$ cat config.mk
export PLATFORM = sky130hd
export DESIGN_NAME = n101_rst_sequencer
export DESIGN_NICKNAME = d
export VERILOG_FILES = /design/src/rtl/n101_rst_sequencer_pkg.sv /design/src/rtl/n101_rst_sequencer.sv
export SDC_FILE = /design/constraint.sdc
export NUM_CORES = 1
export LEC_CHECK = 0
export CELL_PAD_IN_SITES_DETAIL_PLACEMENT = 0
export CELL_PAD_IN_SITES_GLOBAL_PLACEMENT = 2
export CORE_UTILIZATION = 28
export DETAILED_ROUTE_END_ITERATION = 8
export PLACE_DENSITY_LB_ADDON = 0.1
export SLEW_MARGIN = 20
export SYNTH_ARGS = -nofsm -noshare
export SYNTH_HDL_FRONTEND = slang
export SYNTH_SLANG_ARGS = --single-unit
$ cat constraint.sdc
create_clock -name clock -period 1.4 [get_ports clock]
set_input_delay 0.42 -clock clock [delete_from_list [all_inputs] [get_ports clock]]
set_output_delay 0.42 -clock clock [all_outputs]
set_load 0.02 [all_outputs]
$ cat src/rtl/n101_rst_sequencer_pkg.sv
// Shared definitions for the staged reset-release sequencer.
// Latency: n/a (types and constants only).
// Backpressure: n/a.
package n101_rst_sequencer_pkg;

  // Sequencer states; the stage being waited on is tracked separately.
  typedef enum logic [1:0] {
    ST_HOLD = 2'd0,
    ST_WAIT = 2'd1,
    ST_DONE = 2'd2
  } seq_state_e;

  // Last reset cause codes; 2'b11 is reserved.
  localparam logic [1:0] CAUSE_POR = 2'b00;
  localparam logic [1:0] CAUSE_SW  = 2'b01;
  localparam logic [1:0] CAUSE_WDG = 2'b10;

endpackage

$ cat src/rtl/n101_rst_sequencer.sv
// Staged reset release: stretch, then release stages one by one on ack or timeout.
// Latency: stage 0 releases STRETCH edges after reset/request; next stage 1 edge after ack.
// Backpressure: none; acks gate progress, a missing ack is bounded by ACK_TIMEOUT.
module n101_rst_sequencer
  import n101_rst_sequencer_pkg::*;
#(
  parameter int NSTAGE      = 3,
  parameter int STRETCH     = 16,
  parameter int ACK_TIMEOUT = 255,
  parameter int CW          = 8
) (
  input  logic              clock,
  input  logic              rst_n,
  input  logic              test_mode,
  input  logic              sw_rst_req,
  input  logic              wdg_rst_req,
  input  logic [NSTAGE-1:0] stage_ack,
  output logic [NSTAGE-1:0] stage_rst_n,
  output logic              rst_done,
  output logic [1:0]        rst_cause,
  output logic              timeout_err
);

  localparam int IW = (NSTAGE > 1) ? $clog2(NSTAGE) : 1;
  localparam logic [CW-1:0] STRETCH_LAST = CW'(STRETCH - 1);
  localparam logic [CW-1:0] TIMEOUT_LAST = CW'(ACK_TIMEOUT - 1);
  localparam logic [IW-1:0] LAST_STAGE   = IW'(NSTAGE - 1);

  seq_state_e        state_q, state_d;
  logic [IW-1:0]     idx_q, idx_d;
  logic [CW-1:0]     cnt_q, cnt_d;
  logic [NSTAGE-1:0] stage_q, stage_d;
  logic              done_q, done_d;
  logic [1:0]        cause_q, cause_d;
  logic              terr_q, terr_d;
  logic              req;
  logic              ack_sel;

  assign req     = sw_rst_req | wdg_rst_req;
  assign ack_sel = stage_ack[idx_q];

  // Next-state, counter and output-register values; requests override the per-state logic.
  always_comb begin
    state_d = state_q;
    idx_d   = idx_q;
    cnt_d   = cnt_q + 1'b1;
    stage_d = stage_q;
    done_d  = done_q;
    cause_d = cause_q;
    terr_d  = terr_q;

    case (state_q)
      ST_HOLD: begin
        if (cnt_q == STRETCH_LAST) begin
          state_d    = ST_WAIT;
          idx_d      = '0;
          cnt_d      = '0;
          stage_d[0] = 1'b1;
        end
      end
      ST_WAIT: begin
        if (ack_sel || (cnt_q == TIMEOUT_LAST)) begin
          // A missing ack still advances, but leaves a sticky trace.
          if (!ack_sel) begin
            terr_d = 1'b1;
          end
          cnt_d = '0;
          if (idx_q == LAST_STAGE) begin
            state_d = ST_DONE;
            done_d  = 1'b1;
          end else begin
            idx_d          = idx_q + 1'b1;
            stage_d[idx_d] = 1'b1;
          end
        end
      end
      ST_DONE: begin
        cnt_d = '0;
      end
      default: begin
        state_d = ST_HOLD;
        cnt_d   = '0;
      end
    endcase

    // Requests restart the sequence from WAIT or DONE; HOLD ignores them so a
    // level request cannot keep extending the stretch. Timeout flag is not cleared.
    if ((state_q != ST_HOLD) && req) begin
      state_d = ST_HOLD;
      idx_d   = '0;
      cnt_d   = '0;
      stage_d = '0;
      done_d  = 1'b0;
      terr_d  = terr_q;
      cause_d = wdg_rst_req ? CAUSE_WDG : CAUSE_SW;
    end
  end

  // State, shared counter and registered outputs; rst_n low wins over everything.
  always_ff @(posedge clock) begin
    if (!rst_n) begin
      state_q <= ST_HOLD;
      idx_q   <= '0;
      cnt_q   <= '0;
      stage_q <= '0;
      done_q  <= 1'b0;
      cause_q <= CAUSE_POR;
      terr_q  <= 1'b0;
    end else begin
      state_q <= state_d;
      idx_q   <= idx_d;
      cnt_q   <= cnt_d;
      stage_q <= stage_d;
      done_q  <= done_d;
      cause_q <= cause_d;
      terr_q  <= terr_d;
    end
  end

  // Test mode hands reset control straight to rst_n; the FSM keeps running underneath.
  assign stage_rst_n = test_mode ? {NSTAGE{rst_n}} : stage_q;
  assign rst_done    = test_mode ? rst_n : done_q;
  assign rst_cause   = cause_q;
  assign timeout_err = terr_q;

endmodule

==> results.md, run 1 <==
- Setup repair after global routing could not meet its margin everywhere.
- The number of sinks driven by the clock tree is 19.
- The peak ir drop on the vdd network is 0.297 mV.
- The required arrival time at the worst endpoint is 1610 ps.
- The post-placement cell count is 194.
- In this run the clock root is driven by a clkbuf_4.
- Summed over all nets, the switching power comes to 0.254 mW.
- The worst setup path category is reg2reg.
- For this run, the leading register cell type out of synthesis is dfxtp_1.
- The number of antenna violations at the first check in global routing is 0.
- The run finished with clean final reports.
- Summed over all layers, the global routing overflow is 0.
- The first-pass GRT wire length is 3490 um.
- The tightest hold margin is 447 ps.
- The total wire length after detailed routing is 2260 um.
- The share of total power dissipated in the clock network is 0.292.
- The power share of the combinational group is 0.146.
- Port buffering added 14 buffers.
- The kind of path behind the tightest hold check is reg2reg.
- The post-CTS clock slew at the launch and capture registers of the worst setup and hold paths is 100 ps.
- In this run the core area contains 20 standard-cell rows.
- The number of synthesized register bits is 19.
- The core area is 3130 um^2.
- For the finished layout, the period the worst path requires is 1390 ps.
- The data arrival at the endpoint of the critical path is 1600 ps.
- Synthesis produced 108 cells.
- From synthesis to final layout, the design area changed by 71.8%.
- The total number of H-tree levels is 1.
- The number of max-cap violations is 0.
- For this run, asynchronously set or reset flops after synthesis account for 0.
- The worst setup path is captured at a register.
- The internal power component is 0.736 mW.
- In this run the remaining antenna-violating nets after routing total 0.
- TritonCTS built the clock tree.
- Detailed placement finished with a half-perimeter wire length of 1690 um.
- The count of cells in the finished layout, fillers not included, comes to 199.
- The number of global-route vias before repair is 808.
- The max-slew violation count was 0.
- Along the worst path, the maximum fanout reaches 4.
- Setup violations remaining at the end of the flow were counted as 0.
- The count of filler cells inserted in the layout is 306.
- Dividing total power by cell area gives a power density of 611 nW/um^2.
- The number of antenna diodes in the final layout is 0.
- The mean instance size in the synthesized netlist is 8.74 um^2.
- From left edge to right edge, the die measures 60.0 um.
- For this design the top-level I/O count stands at 15.
- At the pin with the least slew margin, the transition time is 451 ps.
- For this run, the register share of the synthesized area comes to 0.403.
- The clock arrives with 10.5 ps of skew.
- The leakage power is 0.599 nW.
- For this block, the via count after detailed routing is 914.
- The floorplan step defined a die boundary enclosing 3610 um^2.
- The biggest area contributor in the post-synthesis netlist is dfxtp_1.
- Of the total power, registers draw 0.562.
- Static timing analysis puts the maximum clock frequency at 718 MHz.
- After detailed routing, the average wire length per cell comes to 11.4 um.
- The headroom to the max-slew limit is 0.699.
- The number of warnings printed during yosys synthesis is 0.
- Routability-driven placement finished with a final weighted congestion of 0.826.
- The leading cell type by number of instances after synthesis is dfxtp_1.
- The share of cells above drive strength 1 is 0.594.
- In this run, synthesis inferred 0 flip-flops with an integrated enable.
- The period utilization is 0.994.
- In the synthesized netlist, the cells that appear most often are 19 x dfxtp_1, 11 x nand2_1, 8 x inv_1, 8 x nor3_1, 8 x o21ai_0.
- Dividing the detail-routed via count by the number of cells gives 4.59.
- The detailed router finished its first iteration with 25 violations.
- The height of the die is 60.0 um.
- The worst setup path is launched from a register.
- The number of remaining DRC errors is 0.
- Before antenna repair, the detailed router went through 4 iterations.
- By area the synthesized netlist is led by dfxtp_1 40%, ha_1 8.0%, nand2_1 4.4%.
- For this configuration, the core starts out at a cell density of 0.302.
- Synthesis instantiated 34 different standard cells from the library.
- Clock tree synthesis inserted a total of 3 buffers.
- In the global route stage, overall resource usage came out at 0.131.
- The final count of hold timing violations was 0.
- Counting every net in the synthesized netlist gives 122.
- The switching share of total power is 0.256.
- The buffer levels on the longest clock path is 2.
- The worst-skew pair later-pin latency is 310 ps.
- The top cell type's share of synthesized area is 0.403.
- The maximum number of pins on one net before global-route repair is 11.
- Buffers inserted to repair hold after CTS numbered 0.
- The net count of the finished layout is 170.
- The post-synthesis instance area is 943 um^2.
==> metrics by stage <==
stage | TNS (ps) | util | worst slack [ps] | instance area (um^2) | power [mW]
2_1_floorplan | -13.9 | - | -2.77 | 950 | 0.612
3_3_place_gp | -8840 | 0.434 | -741 | 1360 | 0.683
3_5_place_dp | -9620 | 0.434 | -785 | 1360 | 0.686
4_1_cts | -80.4 | 0.461 | -69.8 | 1440 | 0.985
5_1_grt | -337 | 0.518 | -56.3 | 1620 | 1.03
6_report | 0 | 0.518 | 7.83 | 1620 | 0.990
==> cell type report <==
type / instances / area, um^2 / area share
multi-input cells: 80 / 754 / 0.466
repair buffers: 44 / 353 / 0.218
clock buffers: 4 / 26.3 / 0.0162
well taps: 44 / 55.1 / 0.0340
inverters: 8 / 32.5 / 0.0201
flip-flops and latches: 19 / 399 / 0.246
==> per-layer routing <==
metal	global-route usage	share of wire	up-vias
met5	0	0	-
met4	0.0598	0.019	0
met3	0.0260	0.041	5
met2	0.211	0.45	25
met1	0.169	0.49	400
li1	-	-	484
==> worst paths after layout <==
check / depth (start not counted) / slack, ps / startpoint / end
hold / removal: 2 / 450 / rst_cause[0] / rst_cause[0]
setup reg to reg: 6 / 8 / cnt_q[0] / cnt_q[2]
setup / recovery: 6 / 8 / cnt_q[0] / cnt_q[2]
hold reg to reg: 2 / 450 / rst_cause[0] / rst_cause[0]
==> state kept, by name, indices dropped and copies added, names as in the netlist <==
signal       flops
stage_q          3
state_q          2
done_q           1
cnt_q            8
rst_cause        2
idx_q            2
timeout_err      1
==> cells in the final DEF, fill, tap and decap left out, types with 3 or more instances in the layout <==
cell / n
o21ai_2: 3
nor3_2: 5
clkdlybuf4s50_1: 3
clkbuf_4: 3
a21oi_1: 5
xnor2_1: 3
nand2_1: 9
buf_6: 4
dfxtp_1: 8
ha_1: 3
inv_2: 5
dfxtp_2: 9
buf_4: 30
o21ai_1: 4
nand3_1: 3
==> worst max-delay path, stage by stage (launching register included) <==
cell and delay [ps]:
dfxtp_2 370, inv_2 50, ha_4 140, and3_4 150
a21boi_4 190, nand2_2 110, a2111oi_4 280
==> kinds of logic after synthesis <==
group | Yosys count | share of synthesized area
and+or+nand+nor | 37 | 0.202
AOI/OAI and AO/OA | 29 | 0.203
xor gates and xnor gates | 6 | 0.0557
buffers and inverters | 9 | 0.0358
muxes | 2 | 0.0212
adders and majority gates | 6 | 0.0796
DFF | 19 | 0.403
==> power by group through the flow <==
stage / Sequential, mW / Combinational [mW] / Clock, mW
after global routing: 0.558 / 0.157 / 0.319
after detailed placement: 0.569 / 0.117 / 0
after global placement: 0.568 / 0.115 / 0
after floorplan: 0.569 / 0.0433 / 0
final: 0.557 / 0.144 / 0.289
after CTS: 0.557 / 0.124 / 0.304
==> repair_timing <==
action                     CTS  global route
setup buffers                0             1
resized for setup           60            52
setup endpoints to repair   24            24
pin swaps                    7            14
(Power assumes the default switching activity.)
==> run 2: changes to the inputs <==
- CTS_CLUSTER_DIAMETER: unset -> 120
==> results of run 2 <==
Final layout, timing and power as in run 1 (identical DEF).
